### src/rtl/ssd_pkg.sv
// -----------------------------------------------------------------------------
// ssd_pkg
//   Shared definitions for the BCD-to-binary converter:
//     state_t         - converter FSM states (IDLE / SHIFT / FINISH)
//     BCD_ADJ_THRESH  - nibble value at or above which a correction is applied
//     BCD_ADJ_SUB     - correction subtracted from such a nibble
// -----------------------------------------------------------------------------
package ssd_pkg;

    typedef enum logic [1:0] {
        IDLE   = 2'd0,
        SHIFT  = 2'd1,
        FINISH = 2'd2
    } state_t;

    localparam logic [3:0] BCD_ADJ_THRESH = 4'd8;
    localparam logic [3:0] BCD_ADJ_SUB    = 4'd3;

endpackage

### src/rtl/bcd_nibble_adj.sv
// -----------------------------------------------------------------------------
// bcd_nibble_adj
//   Combinational correction of one BCD nibble after a right shift.
//   A nibble that received a bit from the digit above it holds a value of
//   8 or more; subtracting 3 turns that "16/2 = 8" weight into "10/2 = 5".
// Ports:
//   din  [3:0] - shifted nibble
//   dout [3:0] - corrected nibble (din >= 8 ? din - 3 : din)
// -----------------------------------------------------------------------------
module bcd_nibble_adj
    import ssd_pkg::*;
(
    input  logic [3:0] din,
    output logic [3:0] dout
);

    assign dout = (din >= BCD_ADJ_THRESH) ? (din - BCD_ADJ_SUB) : din;

endmodule

### src/rtl/bcd_bin_conv.sv
// -----------------------------------------------------------------------------
// bcd_bin_conv
//   Sequential packed-BCD to binary converter (reverse double-dabble).
//   A START in IDLE captures BCDIN; BIN_W shift/adjust iterations move the
//   value into the binary accumulator; a FINISH cycle registers the result
//   onto BIN and pulses DONE. START is ignored while BUSY is high.
//
//   Handshake: START is a single-cycle request accepted only in IDLE (BUSY=0);
//   DONE is a one-cycle pulse coincident with BIN being updated and BUSY
//   falling, so a new START may be presented in the very next cycle.
//
// Parameters:
//   DIGITS - number of packed BCD digits on BCDIN
//   BIN_W  - binary output width (10**DIGITS - 1 must fit)
// Ports:
//   CLK   in   clock, rising edge
//   RST   in   synchronous, active-high reset
//   START in   conversion request
//   BCDIN in   [4*DIGITS-1:0] packed BCD, digit 0 in [3:0]
//   BIN   out  [BIN_W-1:0] converted value, stable between DONE pulses
//   BUSY  out  conversion in progress
//   DONE  out  one-cycle pulse when BIN is updated
//   ERR   out  invalid-digit flag
//
// Build option:
//   BCD_DIGIT_CHECK_EN - when defined, captured nibbles > 9 make the FINISH
//   cycle drive BIN=0 and ERR=1 (ERR held until next DONE or reset).
//   When undefined, ERR is tied to 0 and invalid nibbles are converted as-is.
// -----------------------------------------------------------------------------
module bcd_bin_conv
    import ssd_pkg::*;
#(
    parameter int DIGITS = 4,
    parameter int BIN_W  = 14
) (
    input  logic                  CLK,
    input  logic                  RST,
    input  logic                  START,
    input  logic [4*DIGITS-1:0]   BCDIN,
    output logic [BIN_W-1:0]      BIN,
    output logic                  BUSY,
    output logic                  DONE,
    output logic                  ERR
);

    localparam int BCD_W = 4 * DIGITS;
    localparam int CNT_W = $clog2(BIN_W + 1);
    localparam logic [CNT_W-1:0] LAST_ITER = CNT_W'(BIN_W - 1);

    state_t             state_q, state_d;
    logic [BCD_W-1:0]   bcd_q,   bcd_d;
    logic [BIN_W-1:0]   acc_q,   acc_d;
    logic [CNT_W-1:0]   cnt_q,   cnt_d;
    logic [BIN_W-1:0]   bin_q,   bin_d;
    logic               busy_q,  busy_d;
    logic               done_q,  done_d;

    // One iteration: shift {bcd, acc} right as a single register, then
    // correct every BCD nibble.
    logic [BCD_W+BIN_W-1:0] shr;
    logic [BCD_W-1:0]       bcd_adj;

    assign shr = {bcd_q, acc_q} >> 1;

    for (genvar g = 0; g < DIGITS; g++) begin : g_adj
        bcd_nibble_adj u_adj (
            .din  (shr[BIN_W + 4*g +: 4]),
            .dout (bcd_adj[4*g +: 4])
        );
    end

`ifdef BCD_DIGIT_CHECK_EN
    logic err_pend_q, err_pend_d;
    logic err_q,      err_d;
    logic digit_bad;

    always_comb begin
        digit_bad = 1'b0;
        for (int i = 0; i < DIGITS; i++) begin
            if (BCDIN[4*i +: 4] > 4'd9) digit_bad = 1'b1;
        end
    end

    assign ERR = err_q;
`else
    assign ERR = 1'b0;
`endif

    always_comb begin
        state_d = state_q;
        bcd_d   = bcd_q;
        acc_d   = acc_q;
        cnt_d   = cnt_q;
        bin_d   = bin_q;
        busy_d  = busy_q;
        done_d  = 1'b0;
`ifdef BCD_DIGIT_CHECK_EN
        err_pend_d = err_pend_q;
        err_d      = err_q;
`endif
        case (state_q)
            IDLE: begin
                if (START) begin
                    bcd_d   = BCDIN;
                    acc_d   = '0;
                    cnt_d   = '0;
                    busy_d  = 1'b1;
                    state_d = SHIFT;
`ifdef BCD_DIGIT_CHECK_EN
                    err_pend_d = digit_bad;
`endif
                end
            end
            SHIFT: begin
                bcd_d = bcd_adj;
                acc_d = shr[BIN_W-1:0];
                cnt_d = cnt_q + CNT_W'(1);
                if (cnt_q == LAST_ITER) state_d = FINISH;
            end
            FINISH: begin
                bin_d   = acc_q;
                done_d  = 1'b1;
                busy_d  = 1'b0;
                state_d = IDLE;
`ifdef BCD_DIGIT_CHECK_EN
                err_d = err_pend_q;
                if (err_pend_q) bin_d = '0;
`endif
            end
            default: state_d = IDLE;
        endcase
    end

    always_ff @(posedge CLK) begin
        if (RST) begin
            state_q <= IDLE;
            bcd_q   <= '0;
            acc_q   <= '0;
            cnt_q   <= '0;
            bin_q   <= '0;
            busy_q  <= 1'b0;
            done_q  <= 1'b0;
`ifdef BCD_DIGIT_CHECK_EN
            err_pend_q <= 1'b0;
            err_q      <= 1'b0;
`endif
        end else begin
            state_q <= state_d;
            bcd_q   <= bcd_d;
            acc_q   <= acc_d;
            cnt_q   <= cnt_d;
            bin_q   <= bin_d;
            busy_q  <= busy_d;
            done_q  <= done_d;
`ifdef BCD_DIGIT_CHECK_EN
            err_pend_q <= err_pend_d;
            err_q      <= err_d;
`endif
        end
    end

    assign BIN  = bin_q;
    assign BUSY = busy_q;
    assign DONE = done_q;

endmodule
### config.mk
export PLATFORM = sky130hd
export DESIGN_NAME = bcd_bin_conv
export DESIGN_NICKNAME = d
export VERILOG_FILES = /design/src/rtl/ssd_pkg.sv /design/src/rtl/bcd_nibble_adj.sv /design/src/rtl/bcd_bin_conv.sv
export SDC_FILE = /design/constraint.sdc
export NUM_CORES = 1
export LEC_CHECK = 0
export CORE_ASPECT_RATIO = 0.8
export CORE_UTILIZATION = 35
export CTS_BUF_LIST = sky130_fd_sc_hd__clkbuf_2
export CTS_CLUSTER_DIAMETER = 80
export DETAILED_ROUTE_END_ITERATION = 12
export RECOVER_POWER = 100
export SYNTH_ARGS = -nofsm -noshare
export SYNTH_HDL_FRONTEND = slang
export SYNTH_SLANG_ARGS = --single-unit
### constraint.sdc
create_clock -name CLK -period 1.1 [get_ports CLK]
set_input_delay 0.22 -clock CLK [delete_from_list [all_inputs] [get_ports CLK]]
set_output_delay 0.22 -clock CLK [all_outputs]
set_load 0.01 [all_outputs]
==> reports/results.txt <==
In this run the remaining antenna-violating nets after routing total 0. The tools report the total congestion overflow as 0. The share of the core filled with cells in the final layout is 54.4%, and the worst slack at placement is -0.563 ns.

The cell count after placement was 383. In the layout the commonest cells are sky130_fd_sc_hd__dfxtp_1 (29), sky130_fd_sc_hd__buf_4 (26), sky130_fd_sc_hd__nor2_1 (22), sky130_fd_sc_hd__buf_6 (22), sky130_fd_sc_hd__dfxtp_2 (21). For this run, the number of Yosys warnings is 0. The clock transition at the registers of the reported paths was 0.27 ns; the highest clock rate was 766 MHz. The slowest stage of the critical path belongs to the cell sky130_fd_sc_hd__or3b_4. For the worst setup path, the data required time is 1.47 ns. The run gives 6760 um2 as the die outline area. The total of buffers placed on input and output ports was 34.

The maximum fanout count along the critical path was 8. The slack of the worst reg-to-reg path came out at -0.21 ns. For the placed wire-length estimate after detailed placement, the log shows 3560 um. The flow ran to the end, but the final reports show violations. STA classifies the critical path endpoint as a flip-flop. Setup repair after global routing could not meet its margin everywhere. At the end of the flow, the number of nets in the layout was 347. The tightest hold path in the finished design has a slack of 0.307 ns.

The endpoint identified for the worst register-to-register timing path is cnt_q[3]$_SDFFE_PP0P_. Summing all multi-input logic gate instances after layout gives 1230 um2. After detailed routing, the average wire length per cell comes to 13.8 um.

The count of filler cells inserted in the layout came out at 566. Counting every sink on the clock net gives 52. For the clock network latency to the later pin of the worst-skew pair, the log shows 0.43 ns. In the routed design, unresolved DRC markers number 0. Most common library cell in the layout ignoring fill and taps: sky130_fd_sc_hd__dfxtp_1.

The power density over the cells is 1100 nW/um2. The number of stages on the worst hold path was 3; the horizontal die dimension was 91.7 um. The logs give 37.1% for the starting density of the core and 41 for the unique cell type count in the Yosys netlist. Sequential elements use 46.2% of the synthesized area.

The combined flip-flop and latch cell area was 1070 um2. Across the run, the number of max-cap violations was 0. The initialized floorplan defines 25 standard-cell rows. Of all cell types, the one taking the most synthesized area is sky130_fd_sc_hd__dfxtp_1. The area growth from synthesis to final layout was 46.6%; the cell area after synthesis was 2250 um2.

Setup violations remaining at the end of the flow were counted as 66. The checks that failed: negative setup slack. The critical path buffer and inverter count works out to 1. The average cell area after synthesis works out to 8.83 um2. The path with the worst hold slack has its endpoint at bcd_q[15]$_SDFFE_PP0P_.

Of all flip-flops after synthesis, the portion carrying an async set or reset was 0%. The analysis attributes to cell leakage a power of 1.34 nW. For the final cell count without fillers, the log shows 402.

The tools report the maximum VDD drop as 756 uV. The die boundary height is 73.8 um. The cell class contributing the biggest share of worst-path delay was simple AND/OR/NAND/NOR gates.

Clock skew on the completed layout was measured at 0.0140 ns. Yosys mapped a number of flops with a built-in enable equal to 0. The class of the most critical hold timing path is input port to flip-flop. Starting DRC count in detailed routing: 70. In the finished design, the share of the clock period the worst path needs comes to 119%. Buffers inserted to repair hold after CTS numbered 0. The tools report the overall routed net length as 5560 um.

In this run the most critical hold path is launched from BCDIN[15]. Summing internal, switching and leakage power gives 3.63 mW. In this run the standard cell core region covers 6070 um2. The synthesized design devotes to its leading area cell type 46.2% of total area.

Critical path class: flip-flop to flip-flop. The number of buffers inserted during clock tree synthesis came out at 5. The worst-case setup margin in the final layout is -0.205 ns, and the via count of the routed design is 1,942. Routability-driven placement finished with a final weighted congestion of 0.753.

Fraction of layout instances using a drive strength above 1: 40.5%. The initial antenna violation count was 0. The run gives 1,924 as the number of global-route vias before repair. The most used flip-flop cell after synthesis is sky130_fd_sc_hd__dfxtp_1.

The total number of H-tree levels was 2. Counting flops and latches in the post-synthesis netlist gives 52. 36 I/O pins were placed. TritonCTS built the clock tree. The signal on the critical path passes through buf_6 -> or3b_4 -> nand2_1 -> mux2_1 -> nor2_1. The startpoint identified for the worst register-to-register timing path is state_q[0]$_SDFFE_PP0P_. The iteration count of the initial detailed-routing pass came out at 4. No sink is reached through more buffers than the 2 on the longest clock path.

Entering global routing, the biggest net connects 20 pins. The run gives 282 as the post-synthesis net count. Measured in cells, the most critical reg-to-reg path has a length of 5. In this run the clock root is driven by a sky130_fd_sc_hd__clkbuf_2. Final hold violation count: 0.

0 antenna diodes ended up in the layout. For the worst setup path, the data arrival time is 1.67 ns. Kind of start point of the critical path: a flip-flop. For this run, the total global-route usage over all layers was measured as 17.3%. Yosys attributes the largest share of cell area to sky130_fd_sc_hd__dfxtp_1 (46%), sky130_fd_sc_hd__nand2_1 (5.8%), sky130_fd_sc_hd__a22o_1 (5.4%). The detailed-route vias per instance works out to 4.83. The max-slew violation count was 0; the delay of the slowest cell on the worst path was 0.45 ns.

Synthesis produced 255 cells. The first global-routing pass estimated 9010 um of wire. Clock period minus worst slack: 1.31 ns.
==> final cells by class <==
cell class / count / area share (%)
multi-input cells: 179 / 37.3
flip-flops and latches: 52 / 32.6
repair buffers: 75 / 24.3
well taps: 81 / 3.07
clock inverters: 3 / 1.29
inverters: 7 / 0.796
clock buffers: 5 / 0.758
==> flip-flops by register name, indices dropped and copies added (netlist names) <==
name and cells:
acc_q 14, BIN 14, cnt_q 4, BUSY 1, state_q 2, DONE 1, bcd_q 16
==> kinds of logic after synthesis <==
kind of cell | synth area share [%]
buf+inv | 5.72
compound gates | 18.2
xor+xnor | 2.33
mux | 1.83
fa+ha+maj | 4.44
other cells | 0.167
flops | 46.2
simple gates | 21.1
==> worst max-delay path by stage <==
stage                             from               endpoint  depth (start not counted)
6_report       state_q[0]$_SDFFE_PP0P_  cnt_q[3]$_SDFFE_PP0P_                          5
5_1_grt        state_q[1]$_SDFFE_PP0P_  cnt_q[3]$_SDFFE_PP0P_                          5
4_1_cts        state_q[0]$_SDFFE_PP0P_    BIN[1]$_SDFFE_PP0P_                          6
3_5_place_dp                     START  cnt_q[3]$_SDFFE_PP0P_                          5
3_3_place_gp                     START  cnt_q[3]$_SDFFE_PP0P_                          5
2_1_floorplan  state_q[0]$_SDFFE_PP0P_  cnt_q[3]$_SDFFE_PP0P_                          6
==> metal layers <==
metal	vias to the layer above	share of wire [%]	track usage [%]
li1	1017	-	-
met1	896	51	22.8
met2	27	45	27.9
met3	2	3.2	4.55
met4	0	0.75	4.76
met5	-	0	0
==> power breakdown <==
group	switching (mW)	internal (mW)
clock network	0.622	0.378
registers	0.0697	1.95
logic	0.276	0.332
total	0.967	2.66
==> worst register-to-register path: stages (launching register included) <==
cell	delay [ns]
sky130_fd_sc_hd__dfxtp_4	0.43
sky130_fd_sc_hd__buf_6	0.12
sky130_fd_sc_hd__or3b_4	0.45
sky130_fd_sc_hd__nand2_1	0.09
sky130_fd_sc_hd__mux2_1	0.12
sky130_fd_sc_hd__nor2_1	0.03
==> what timing repair did <==
| item | 4_1_cts | 5_1_grt |
|---|---|---|
| gates resized for setup | 121 | 32 |
| setup buffers | 7 | 5 |
| pin swaps | 15 | 17 |
| setup endpoints to repair | 68 | 68 |
| cloned | 2 | 1 |
==> synthesized netlist by cell type (4+ instances only) <==
| library cell | number |
|---|---|
| sky130_fd_sc_hd__nand2_1 | 35 |
| sky130_fd_sc_hd__o21ai_0 | 4 |
| sky130_fd_sc_hd__inv_1 | 7 |
| sky130_fd_sc_hd__a22o_1 | 14 |
| sky130_fd_sc_hd__nor2_1 | 24 |
| sky130_fd_sc_hd__buf_2 | 6 |
| sky130_fd_sc_hd__nor3_1 | 5 |
| sky130_fd_sc_hd__buf_4 | 4 |
| sky130_fd_sc_hd__a22oi_1 | 6 |
| sky130_fd_sc_hd__nor4_1 | 5 |
| sky130_fd_sc_hd__o22ai_1 | 6 |
| sky130_fd_sc_hd__dfxtp_1 | 52 |
| sky130_fd_sc_hd__ha_1 | 8 |
| sky130_fd_sc_hd__nand3_1 | 4 |
| sky130_fd_sc_hd__nor2b_1 | 4 |
| sky130_fd_sc_hd__a21oi_1 | 24 |
| sky130_fd_sc_hd__nand2b_1 | 8 |
==> metrics by stage <==
stage | instance area (um2) | setup TNS [ns]
global placement | 2880 | -19.34
finish | 3300 | -7.71
floorplan | 2270 | -0.985
CTS | 3170 | -9.30
global route | 3300 | -11.73
detailed placement | 2880 | -19.02
Note: power is estimated with default switching activity, not from simulation.
